`src/rtl/mult_pkg.sv`:
```
// Shared types, constants and small helpers for the multiplier scheduler.
package mult_pkg;

    typedef enum logic [1:0] {
        IDLE = 2'd0,
        RUN  = 2'd1,
        DONE = 2'd2
    } state_e;

    localparam int N_REQ     = 2;
    localparam int DEF_WIDTH = 4;
    localparam int DEF_CNT_W = 3;

    // Product width for a given operand width.
    function automatic int prod_w(input int w);
        return 2 * w;
    endfunction

    // One-hot requester mask from a requester index.
    function automatic logic [N_REQ-1:0] onehot(input logic idx);
        return idx ? 2'b10 : 2'b01;
    endfunction

endpackage

```
`src/rtl/mult_sched_if.sv`:
```
// Request/response bundle between the two requesters and the scheduler.
interface mult_sched_if
    import mult_pkg::*;
#(
    parameter int WIDTH = DEF_WIDTH
) ();

    logic [N_REQ-1:0]   req_valid;
    logic [N_REQ-1:0]   req_ready;
    logic [WIDTH-1:0]   req_a0;
    logic [WIDTH-1:0]   req_b0;
    logic [WIDTH-1:0]   req_a1;
    logic [WIDTH-1:0]   req_b1;
    logic [N_REQ-1:0]   rsp_valid;
    logic [N_REQ-1:0]   rsp_ready;
    logic [2*WIDTH-1:0] rsp_p;
    logic               busy;

    modport slave (
        input  req_valid, req_a0, req_b0, req_a1, req_b1, rsp_ready,
        output req_ready, rsp_valid, rsp_p, busy
    );

    modport master (
        output req_valid, req_a0, req_b0, req_a1, req_b1, rsp_ready,
        input  req_ready, rsp_valid, rsp_p, busy
    );

endinterface

```
`src/rtl/mult_core.sv`:
```
// Shift-add multiplier datapath; the scheduler drives load and step.
// The multiplier is consumed MSB first, so the partial product doubles
// every step before the multiplicand is conditionally added.
module mult_core
    import mult_pkg::*;
#(
    parameter int WIDTH = DEF_WIDTH
) (
    input  logic                       clk,
    input  logic                       rst_n,
    input  logic                       load,
    input  logic                       step,
    input  logic [WIDTH-1:0]           a_in,
    input  logic [WIDTH-1:0]           b_in,
    output logic [prod_w(WIDTH)-1:0]   p
);

    localparam int PW = prod_w(WIDTH);

    logic [WIDTH-1:0] a_r;
    logic [WIDTH-1:0] b_r;
    logic [PW-1:0]    p_r;
    logic [PW-1:0]    addend_s;

    // Multiplicand contribution for the current multiplier MSB.
    always_comb begin
        addend_s = {PW{1'b0}};
        if (b_r[WIDTH-1]) begin
            addend_s = {{WIDTH{1'b0}}, a_r};
        end else begin
            addend_s = {PW{1'b0}};
        end
    end

    // Operand capture on load, one shift-add per step, otherwise hold.
    always_ff @(posedge clk or negedge rst_n) begin
        if (!rst_n) begin
            a_r <= {WIDTH{1'b0}};
            b_r <= {WIDTH{1'b0}};
            p_r <= {PW{1'b0}};
        end else if (load) begin
            a_r <= a_in;
            b_r <= b_in;
            p_r <= {PW{1'b0}};
        end else if (step) begin
            p_r <= (p_r << 1'b1) + addend_s;
            b_r <= b_r << 1'b1;
        end else begin
            a_r <= a_r;
            b_r <= b_r;
            p_r <= p_r;
        end
    end

    assign p = p_r;

endmodule

```
`src/rtl/mult_sched.sv`:
```
// Round-robin scheduler sharing one shift-add multiplier between two
// requesters. Accept in IDLE, WIDTH steps in RUN, hold the product in
// DONE until the owner takes it; a new accept can only happen from IDLE,
// which leaves a one-cycle gap after every response handshake.
module mult_sched
    import mult_pkg::*;
#(
    parameter int WIDTH = DEF_WIDTH,
    parameter int CNT_W = DEF_CNT_W
) (
    input  logic         clk,
    input  logic         rst_n,
    mult_sched_if.slave  bus
);

    localparam int PW = prod_w(WIDTH);
    localparam logic [CNT_W-1:0] LAST_STEP = CNT_W'(WIDTH - 1);

    state_e            state_r;
    state_e            state_s;
    logic [CNT_W-1:0]  cnt_r;
    logic              owner_r;
    logic              last_grant_r;
    logic [N_REQ-1:0]  rsp_valid_r;
    logic [N_REQ-1:0]  rsp_valid_s;
    logic              busy_r;

    logic              grant_s;
    logic [N_REQ-1:0]  ready_s;
    logic              accept_s;
    logic              load_s;
    logic              step_s;
    logic [WIDTH-1:0]  a_sel_s;
    logic [WIDTH-1:0]  b_sel_s;
    logic [PW-1:0]     p_s;

    // Round-robin grant and IDLE-only ready toward the granted requester.
    always_comb begin
        grant_s = 1'b0;
        case (bus.req_valid)
            2'b01:   grant_s = 1'b0;
            2'b10:   grant_s = 1'b1;
            2'b11:   grant_s = ~last_grant_r;
            default: grant_s = 1'b0;
        endcase
        ready_s = 2'b00;
        if ((state_r == IDLE) && (bus.req_valid != 2'b00)) begin
            ready_s = onehot(grant_s);
        end else begin
            ready_s = 2'b00;
        end
        accept_s = |(bus.req_valid & ready_s);
    end

    // Operands of the granted requester feed the core load port.
    always_comb begin
        a_sel_s = bus.req_a0;
        b_sel_s = bus.req_b0;
        if (grant_s) begin
            a_sel_s = bus.req_a1;
            b_sel_s = bus.req_b1;
        end else begin
            a_sel_s = bus.req_a0;
            b_sel_s = bus.req_b0;
        end
    end

    // Next state, core controls and next response strobe.
    always_comb begin
        state_s     = state_r;
        load_s      = 1'b0;
        step_s      = 1'b0;
        rsp_valid_s = 2'b00;
        case (state_r)
            IDLE: begin
                if (accept_s) begin
                    state_s = RUN;
                    load_s  = 1'b1;
                end else begin
                    state_s = IDLE;
                end
            end
            RUN: begin
                step_s = 1'b1;
                if (cnt_r == LAST_STEP) begin
                    state_s = DONE;
                end else begin
                    state_s = RUN;
                end
            end
            DONE: begin
                if (bus.rsp_ready[owner_r]) begin
                    state_s = IDLE;
                end else begin
                    state_s = DONE;
                end
            end
            default: begin
                state_s = IDLE;
            end
        endcase
        if (state_s == DONE) begin
            rsp_valid_s = onehot(owner_r);
        end else begin
            rsp_valid_s = 2'b00;
        end
    end

    // State, step counter, ownership and registered status outputs.
    always_ff @(posedge clk or negedge rst_n) begin
        if (!rst_n) begin
            state_r      <= IDLE;
            cnt_r        <= {CNT_W{1'b0}};
            owner_r      <= 1'b0;
            last_grant_r <= 1'b1;
            rsp_valid_r  <= 2'b00;
            busy_r       <= 1'b0;
        end else begin
            state_r     <= state_s;
            rsp_valid_r <= rsp_valid_s;
            busy_r      <= (state_s != IDLE);
            if (load_s) begin
                owner_r      <= grant_s;
                last_grant_r <= grant_s;
                cnt_r        <= {CNT_W{1'b0}};
            end else if (step_s) begin
                cnt_r <= cnt_r + 1'b1;
            end else begin
                cnt_r <= cnt_r;
            end
        end
    end

    mult_core #(
        .WIDTH (WIDTH)
    ) u_core (
        .clk   (clk),
        .rst_n (rst_n),
        .load  (load_s),
        .step  (step_s),
        .a_in  (a_sel_s),
        .b_in  (b_sel_s),
        .p     (p_s)
    );

    assign bus.req_ready = ready_s;
    assign bus.rsp_valid = rsp_valid_r;
    assign bus.rsp_p     = p_s;
    assign bus.busy      = busy_r;

endmodule

```
`src/flat_wrapper.sv`:
```
// flat-port wrapper written by rule: the top's interface ports become plain ports
module mult_sched_flat import mult_pkg::*;
#(
    parameter int WIDTH = DEF_WIDTH,
    parameter int CNT_W = DEF_CNT_W
)
  (clk, rst_n, bus_req_valid, bus_req_a0, bus_req_b0, bus_req_a1, bus_req_b1, bus_rsp_ready, bus_req_ready, bus_rsp_valid, bus_rsp_p, bus_busy);
  mult_sched_if #(.WIDTH(WIDTH)) bus_i ();
  input  logic clk;
  input  logic rst_n;
  input wire logic [$bits(bus_i.req_valid)-1:0] bus_req_valid;
  input wire logic [$bits(bus_i.req_a0)-1:0] bus_req_a0;
  input wire logic [$bits(bus_i.req_b0)-1:0] bus_req_b0;
  input wire logic [$bits(bus_i.req_a1)-1:0] bus_req_a1;
  input wire logic [$bits(bus_i.req_b1)-1:0] bus_req_b1;
  input wire logic [$bits(bus_i.rsp_ready)-1:0] bus_rsp_ready;
  output wire logic [$bits(bus_i.req_ready)-1:0] bus_req_ready;
  output wire logic [$bits(bus_i.rsp_valid)-1:0] bus_rsp_valid;
  output wire logic [$bits(bus_i.rsp_p)-1:0] bus_rsp_p;
  output wire logic [$bits(bus_i.busy)-1:0] bus_busy;
  assign bus_i.req_valid = bus_req_valid;
  assign bus_i.req_a0 = bus_req_a0;
  assign bus_i.req_b0 = bus_req_b0;
  assign bus_i.req_a1 = bus_req_a1;
  assign bus_i.req_b1 = bus_req_b1;
  assign bus_i.rsp_ready = bus_rsp_ready;
  assign bus_req_ready = bus_i.req_ready;
  assign bus_rsp_valid = bus_i.rsp_valid;
  assign bus_rsp_p = bus_i.rsp_p;
  assign bus_busy = bus_i.busy;
  mult_sched #(.WIDTH(WIDTH), .CNT_W(CNT_W)) u_core (.clk(clk), .rst_n(rst_n), .bus(bus_i));
endmodule
```
`config.mk`:
```
export PLATFORM = sky130hd
export DESIGN_NAME = mult_sched_flat
export DESIGN_NICKNAME = d
export VERILOG_FILES = /design/src/rtl/mult_pkg.sv /design/src/rtl/mult_sched_if.sv /design/src/rtl/mult_core.sv /design/src/rtl/mult_sched.sv /design/src/flat_wrapper.sv
export SDC_FILE = /design/constraint.sdc
export NUM_CORES = 1
export LEC_CHECK = 0
export ABC_CLOCK_PERIOD_IN_PS = 1800
export BUFFER_PORTS_ARGS = -buffer_cell sky130_fd_sc_hd__buf_2
export CAP_MARGIN = 20
export CELL_PAD_IN_SITES_DETAIL_PLACEMENT = 0
export CELL_PAD_IN_SITES_GLOBAL_PLACEMENT = 1
export CORE_MARGIN = 4
export CORE_UTILIZATION = 35
export DETAILED_ROUTE_END_ITERATION = 8
export PLACE_DENSITY = 0.71
export SLEW_MARGIN = 20
export SYNTH_ARGS = -nofsm -noshare
export SYNTH_HDL_FRONTEND = slang
export SYNTH_SLANG_ARGS = --single-unit
export TNS_END_PERCENT = 50
```
`constraint.sdc`:
```
create_clock -name clk -period 1.8 [get_ports clk]
set_input_delay 0.09 -clock clk [delete_from_list [all_inputs] [get_ports clk]]
set_output_delay 0.09 -clock clk [all_outputs]
set_load 0.05 [all_outputs]
```
# --- Word-level counts from Yosys, hierarchy flattened ---
# Cells that the tools add are included.
totals:
  inputBits: 22
  reg_bits: 26
op_classes:
  n_mux: 23
  eq_ne: 6
  bitwise: 2
  n_lt_le_gt_ge: 1
  n_addsub: 2
  reduce_logical: 6
op_table:
  columns: ["operator", "count"]
  rows:
  - ["$mux 4", 5]
  - ["$mux 8", 2]
  - ["$mux 2", 6]
  - ["$add 8x4->8", 1]
  - ["$eq 2x2->1 const B", 4]
  - ["$mux 1", 6]
  - ["$mux 3", 2]
  - ["$pmux 2 s3", 1]
  - ["$reduce_bool 2->1", 3]
  - ["$add 3x1->3 const B", 1]
  - ["$eq 3x2->1 const B", 1]
  - ["$and 2x2->2", 1]
  - ["$eq 2x1->1 const B", 1]
  - ["$logic_not 2->1", 1]
  - ["$lt 1x2->1 const B", 1]
  - ["$pmux 1 s2", 1]
  - ["$reduce_or 2->1", 1]
  - ["$logic_and 1x1->1", 1]
  - ["$not 1->1", 1]

# --- Longest topological paths before layout ---
# Gate-level depths: netlist (run 1).
logic_depth:
  depth_word: 10
  depth_mapped: 7
  ltp_nobuf: 7

# --- Modules after synthesis ---
# Synthesis (run 1) repeated with hierarchy kept, for this count alone.
unflattened:
  cells_unflattened: 128
  area_unflattened_um2: 1390.1
modules_own_cells:
  columns: ["mod", "cells_each", "seq_area_each_um2", "area_per_inst_um2", "instances"]
  rows:
  - ["mult_core", 78, 400.4, 840.8, 1]
  - ["mult_sched", 50, 251.5, 549.3, 1]

# --- Least setup slack after synthesis (run 1) ---
# No wires, ideal clock.
synth_path:
  path_kind: "reg-to-reg"
  from: "reg u_core.u_core.p_r[0], in the netlist u_core.u_core.p[0]"
  to: "reg u_core.u_core.p_r[7], in the netlist u_core.u_core.p[7]"
  period_less_slack_ns: 1.852
  arrival_time_ns: 1.729
  path_stages_with_launch: 7
  setup_slack_ns: -0.052
  t_required_ns: 1.677
  path_cell_list: "dfrtp_1 -> ha_1 -> fa_1 -> a21o_1 -> nand4_1 -> xor2_1 -> o21ai_1"
synth_between:
  elab_chain_len: 3
synth_lines:
  columns: ["element", "line_no", "source"]
  rows:
  - ["from (decl)", "mult_core.sv:22", "logic [PW-1:0] p_r;"]
  - ["from (signal assigned)", "mult_core.sv:40", "p_r <= {PW{1'b0}};"]
  - ["from (signal assigned)", "mult_core.sv:44", "p_r <= {PW{1'b0}};"]
  - ["from (signal assigned)", "mult_core.sv:46", "p_r <= (p_r << 1'b1) + addend_s;"]
  - ["$add 8x4->8", "mult_core.sv:46", null]
  - ["$mux 8", "mult_core.sv:45", "end else if (step) begin"]
  - ["$mux 8", "mult_core.sv:41", "end else if (load) begin"]
# No other way between the ends. The select of a mux whose other input is x is not followed.
# A chain may end at the register's enable or synchronous reset.

# --- Final worst setup path (run 1) ---
layout_path:
  from: "reg u_core.u_core.b_r[3]"
  to: "reg u_core.u_core.p_r[7], in the netlist u_core.u_core.p[7]"
layout_between:
  elab_chain_len: 4
layout_lines:
  columns: ["element", "line_no", "source"]
  rows:
  - ["from (decl)", "mult_core.sv:21", "logic [WIDTH-1:0] b_r;"]
  - ["from (signal assigned)", "mult_core.sv:39", "b_r <= {WIDTH{1'b0}};"]
  - ["from (signal assigned)", "mult_core.sv:43", "b_r <= b_in;"]
  - ["from (signal assigned)", "mult_core.sv:47", "b_r <= b_r << 1'b1;"]
  - ["$mux 4", "mult_core.sv:28", "if (b_r[WIDTH-1]) begin"]
  - ["$add 8x4->8", "mult_core.sv:46", null]
  - ["$mux 8", "mult_core.sv:45", null]
  - ["$mux 8", "mult_core.sv:41", null]
# No other way between the ends. The select of a mux whose other input is x is not followed.

==> flow_metrics.tcl, run 1 <==
set metrics [dict create \
    wl_per_cell_um 13.8 \
    synth-seq-area-share 0.510 \
    grt_pass1_wl_um 4560 \
    yosys_warnings 0 \
    regToRegStartpoint "u_core.u_core.b_r[3]" \
    synthesis.area_per_instance_sq_um 10.2 \
    route.detailed.vias_per_inst 5.02 \
    yosysUniqueCellTypes 33 \
    global_route.overflow_total 0 \
    grt.total_usage 0.133 \
    initialDrtViolationCount 47 \
    cell_by_cell_trace_of_the_critical_path "and2_4 -> ha_4 -> fa_2 -> a21o_1 -> nand4_1 -> xor2_1 -> o21ai_1" \
    power_per_cell_area_mw_per_mm2 1960 \
    status "complete, no violations" \
    hold-path-cell-count 3 \
    maxCapViolations 0 \
    design.die.area_sq_mm 0.00468 \
    yosys-top-cells-area "dfrtp_1 49%, ha_1 4.9%, nand2_1 4.7%" \
    layout_common_cells "34 x buf_2, 24 x dfrtp_1, 16 x nand2_1, 10 x o21ai_1, 8 x nand3_1" \
    synth_async_sr_flop_share 1.00 \
    synth_top_area_cell "dfrtp_1" \
    synth_cells 125 \
    floorplan.io_pins 35 \
    die_w_um 68.4 \
    final_layout_size_suffix_gt1_frac 0.321 \
    finalCriticalPeriod_ns 1.72 \
    unrepaired_setup_endpoints_after_global_routing "yes" \
    ctsLongestPathBuffers 2 \
    dp_hpwl_um 2180 \
    start_util 0.372 \
    die_y_um 68.4 \
    detail_route.drc_violations 0 \
    finalWirelength_um 2870 \
    setup_total_negative_slack_ns 0 \
    final_core_utilization 0.458 \
    via_count 1045 \
    timing_hold_violations_final 0 \
    layout.cells.most_common "buf_2" \
    grt_max_degree 27 \
    max_slew_margin 0.608 \
    layout-area-overhead-vs-synth_pct 23.3 \
    hold_path_startpoint "bus_req_a1[1]" \
    clock_tree_from_tritoncts "yes" \
    worstRegToRegCells 7 \
    clk_pin_slew_ns 0.09 \
    postSynth.topFlopCell "dfrtp_1" \
    critPathRequiredTime_ns 1.94 \
    cts_htree_levels 1 \
    static_leakage_nw 0.765 \
    finalWeightedCongestion 0.802 \
    portion_of_synthesized_cell_area_occupied_by_the_leading_cell_type 0.489 \
    critical_path_s_slowest_cell "dfrtp_1" \
    grt_pass1_vias 998 \
    buffer_ports.inserted 34 \
    drt_first_pass_iters 4 \
    critical-path-max-stage-delay_ns 0.41 \
    post_dp_cell_area_sq_mm 0.00149 \
    fmaxAchievable_ghz 0.580 \
    clock_sinks 26 \
    start_kind "register" \
    synth-edff-count 0 \
    clock_latency_ns 0.27 \
    synth_fp_nets 153 \
    worst_pin_slew_ns 0.587 \
    insertedDiodeCount 0 \
    worst_reg2reg_path_endpoint "u_core.u_core.p[7]" \
    critPathArrivalTime_ns 1.87 \
    number_of_antenna_violating_nets_in_the_routed_design 0 \
    floorplan.core_area_sq_mm 0.00344 \
    hp-class "in -> reg" \
    postSynthRegisterBits 26 \
    setup_viol 0 \
    postCtsSetupBuffers 0 \
    irDropWorstVdd_uv 742 \
    end_kind "register" \
    critPathKind "reg -> reg" \
    total_power_mw 3.09 \
    clock_tree.root_cell "clkbuf_8" \
    holdPathEnd "u_core.u_core.a_r[1]" \
    cts_inserted_buffers 3 \
    core.rowCount 21 \
    final.setup_skew_ns 0.00393 \
    cp_max_fo 3 \
    antenna_found_initial 0 \
    netlist_area_sq_mm 0.00128 \
    final_period_utilization 0.957 \
    final_nets 191 \
    postLayoutCellArea_sq_mm 0.00158 \
    final_max_slew_viol_count 0 \
    r2r_setup_slack_ns 0.08 \
]
-- logic make-up after synthesis --
family,count (synthesis),share of synthesized area
AND/OR/NAND/NOR,45,0.174
AO/OA/AOI/OAI,35,0.169
flip-flops,26,0.510
buffers and inverters,6,0.0284
adder cells (fa/ha/maj),6,0.0646
XOR/XNOR,5,0.0343
multiplexers,2,0.0196
-- cell type report --
class,count,area (sq um)
Clock buffer,4,55.1
Tap cell,46,57.6
Sequential cell,26,653
Multi-Input combinational cell,93,608
Fill cell,333,1870
Inverter,2,7.51
Timing Repair Buffer,37,195
-- routing by layer --
layer,global-route usage,share of wire,vias to the layer above
met4,0.0769,0.019,0
met5,0,0,-
met1,0.170,0.46,497
met3,0.0279,0.050,4
met2,0.207,0.47,28
li1,-,-,516
-- flip-flops by register name, indices dropped and copies added, names as in the netlist --
name / cells
u_core.last_grant_r: 1
u_core.state_r: 2
u_core.bus.busy: 1
u_core.bus.rsp_valid: 2
u_core.u_core.p: 8
u_core.cnt_r: 3
u_core.u_core.b_r: 4
u_core.u_core.a_r: 4
u_core.owner_r: 1
-- synth_stat cells (2+ instances only) --
library cell,n
ha_1,5
a31oi_1,5
xnor2_1,3
a22o_1,3
dfrtp_1,25
nand2b_1,2
o21ai_1,10
xor2_1,2
nand3_1,8
buf_2,2
and2_1,4
nand2_1,16
nor2_1,7
a21o_1,4
a21oi_1,5
nor2_2,2
o22ai_1,6
-- worst max-delay path: cells and delay by family (launching register included) --
family	cells	cell delay [ns]
simple gates	2	0.25
compound gates	2	0.27
fa+ha+maj	2	0.54
flops	1	0.41
xor+xnor	1	0.14
-- through the flow --
step           worst slack [ns]  hold slack [ns]  instances
2_1_floorplan            0.0500           -0.206        125
3_3_place_gp             0.0530            0.126        203
3_5_place_dp            0.00395            0.130        203
4_1_cts                  0.0510           0.0588        208
5_1_grt                -0.00687           0.0604        208
6_report                 0.0772           0.0591        208
-- worst max-delay path by stage --
stage                              start            endpoint  slack (ns)  depth (start not counted)
finish              u_core.u_core.b_r[3]  u_core.u_core.p[7]        0.08                          7
global route        u_core.u_core.a_r[1]  u_core.u_core.p[7]      -0.007                          7
CTS                 u_core.u_core.b_r[3]  u_core.u_core.p[7]        0.05                          7
detailed placement  u_core.u_core.b_r[3]  u_core.u_core.p[7]       0.004                          7
global placement    u_core.u_core.a_r[1]  u_core.u_core.p[7]        0.05                          7
floorplan             u_core.u_core.p[0]  u_core.u_core.p[7]        0.05                          6
-- power breakdown --
| group | switching, mW | internal, mW |
|---|---|---|
| registers | 0.222 | 0.864 |
| logic | 1.02 | 0.602 |
| clock network | 0.189 | 0.196 |
-- what timing repair did --
item	4_1_cts	5_1_grt
setup endpoints to repair	1	1
endpoints found under the hold margin	25	0
hold buffers	1	0
pin swaps	0	3
resized for setup	1	3
No activity file was read; power rests on OpenSTA's default activity.
==> inputs of run 2 (changes only) <==
--- a/config.mk
+++ b/config.mk
@@ -5,15 +5,15 @@
 export SDC_FILE = /design/constraint.sdc
 export NUM_CORES = 1
 export LEC_CHECK = 0
-export ABC_CLOCK_PERIOD_IN_PS = 1800
+export ABC_CLOCK_PERIOD_IN_PS = 1650
 export BUFFER_PORTS_ARGS = -buffer_cell sky130_fd_sc_hd__buf_2
 export CAP_MARGIN = 20
 export CELL_PAD_IN_SITES_DETAIL_PLACEMENT = 0
 export CELL_PAD_IN_SITES_GLOBAL_PLACEMENT = 1
 export CORE_MARGIN = 4
-export CORE_UTILIZATION = 35
+export CORE_UTILIZATION = 39
 export DETAILED_ROUTE_END_ITERATION = 8
-export PLACE_DENSITY = 0.71
+export PLACE_DENSITY_LB_ADDON = 0.1
 export SLEW_MARGIN = 20
 export SYNTH_ARGS = -nofsm -noshare
 export SYNTH_HDL_FRONTEND = slang
==> constraint.sdc (replaced) <==
create_clock -name clk -period 1.65 [get_ports clk]
set_input_delay 0.0825 -clock clk [delete_from_list [all_inputs] [get_ports clk]]
set_output_delay 0.0825 -clock clk [all_outputs]
set_load 0.05 [all_outputs]
==> run 2 against run 1 <==
Critical path type unchanged. The run now ends with setup timing left. Routed wire length down 4.5%. Critical endpoint unchanged. Highest routed layer unchanged. Register-to-register slack worse by 0.09 ns. Largest cell class unchanged. Clock power is 13% higher.
==> flow_metrics.tcl, run 2 (synthesis results as in run 1) <==
set metrics [dict create \
    status "finished, violations left" \
    grt_pass1_wl_um 4790 \
    wl_per_cell_um 12.6 \
    clock_sinks 26 \
    via_count 1049 \
    final_max_slew_viol_count 0 \
    core.rowCount 20 \
    finalCriticalPeriod_ns 1.66 \
    irDropWorstVdd_uv 644 \
    total_power_mw 3.45 \
    grt_util_met1 0.192 \
    dp_hpwl_um 2020 \
    timing_hold_violations_final 0 \
    global_route.overflow_total 0 \
    initialDrtViolationCount 40 \
    maxCapViolations 0 \
    static_leakage_nw 0.813 \
    final_nets 202 \
    critPathArrivalTime_ns 1.89 \
    floorplan.core_area_sq_mm 0.00310 \
    floorplan.io_pins 35 \
    grt.total_usage 0.143 \
    final_critical_path_setup_slack_ns -0.0123 \
    start_kind "register" \
    final_core_utilization 0.546 \
    clock_tree.root_cell "clkbuf_4" \
    finalWirelength_um 2740 \
    finalWeightedCongestion 0.797 \
    die_y_um 65.3 \
    violations_in_the_final_reports "setup timing" \
    cp_max_fo 4 \
    layout.filler_cells 295 \
    max_slew_margin 0.606 \
    post_dp_cell_area_sq_mm 0.00152 \
    final_period_utilization 1.01 \
    power_per_cell_area_mw_per_mm2 2040 \
    largest_register_ff_count 8 \
    clock_tree_from_tritoncts "yes" \
    end_kind "register" \
    clk_pin_slew_ns 0.14 \
    grt_most_used_layer "met2" \
    clock_latency_ns 0.32 \
    fmaxAchievable_ghz 0.602 \
    grt.met3_usage 0.0239 \
    placed_cells 203 \
    grt_pass1_vias 1060 \
    layout_common_cells "32 x buf_2, 23 x dfrtp_1, 15 x nand2_1, 9 x o21ai_1, 9 x dlygate4sd3_1" \
    layout.cells.most_common "buf_2" \
    antenna_found_initial 0 \
    cts_inserted_buffers 3 \
    buffer_ports.inserted 34 \
    placement.setup.worst_slack_ns -0.0427 \
    postLayoutCellArea_sq_mm 0.00169 \
    ctsLongestPathBuffers 2 \
    cts_htree_levels 1 \
    final_cell_count_no_fill 217 \
    setup_viol 1 \
    grt_max_degree 27 \
    unrepaired_setup_endpoints_after_global_routing "yes" \
    critPathKind "reg -> reg" \
    insertedDiodeCount 0 \
    final_layout_size_suffix_gt1_frac 0.341 \
    route.detailed.vias_per_inst 4.83 \
    drt_first_pass_iters 4 \
    layout-area-overhead-vs-synth_pct 32.4 \
    fin_worst_hold_slack_ns 0.0146 \
    hp-class "in -> reg" \
    start_util 0.412 \
    critPathRequiredTime_ns 1.88 \
    die_w_um 65.3 \
    detail_route.drc_violations 0 \
    gr_layer_usage_met2 0.239 \
    final.setup_skew_ns 0.00691 \
    setup_total_negative_slack_ns -0.0123 \
    worst_pin_slew_ns 0.591 \
    number_of_antenna_violating_nets_in_the_routed_design 0 \
    design.die.area_sq_mm 0.00426 \
]
## run 2: repair_timing
action                                  4_1_cts  5_1_grt
resized for setup                             3        5
endpoints found under the setup margin        4        4
cloned                                        0        0
hold buffers                                  9        0
hold endpoints to repair                     30        0
pin swaps                                     2        1
setup buffers                                 1        0
## run 2: power breakdown
group          internal (mW)  total, mW  switching [mW]
clock                  0.245      0.434           0.188
sequential             0.942       1.17           0.229
combinational          0.722       1.84            1.12
## run 2: critical path, cell delays in order, from the launching register on
cell     delay (ns)
dfrtp_1        0.43
and2_4         0.15
ha_4           0.16
fa_2           0.34
a21o_1         0.18
nand4_1        0.10
xor2_1         0.15
o21ai_1        0.07
## run 2: worst paths after layout
check	from	to	slack, ns	depth (start not counted)
max	u_core.u_core.b_r[3]	u_core.u_core.p[7]	-0.01	7
min	bus_req_a1[0]	u_core.u_core.a_r[0]	0.01	3
max reg2reg	u_core.u_core.b_r[3]	u_core.u_core.p[7]	-0.01	7
min reg2reg	u_core.cnt_r[0]	u_core.cnt_r[0]	0.49	1
max in group asynchronous	rst_n	u_core.u_core.p[0]	0.95	2
min in group asynchronous	rst_n	u_core.u_core.p[7]	0.28	2
## run 2: routing by layer
layer  vias to the layer above  share of wire  wire length [um]
met5                         -              0                 0
met4                         0         0.0077                21
met3                         2          0.051               139
met2                        26           0.44              1200
met1                       479           0.50              1370
li1                        542              -                 -
## run 2: final cells by class
| type | instances | area, sq um | share of cell area |
|---|---|---|---|
| Sequential cell | 26 | 654 | 0.387 |
| Clock buffer | 3 | 22.5 | 0.0133 |
| Inverter | 2 | 7.51 | 0.00443 |
| Tap cell | 44 | 55.1 | 0.0325 |
| Timing Repair Buffer | 48 | 307 | 0.181 |
| Multi-Input combinational cell | 93 | 617 | 0.364 |
| Clock inverter | 1 | 30.0 | 0.0177 |
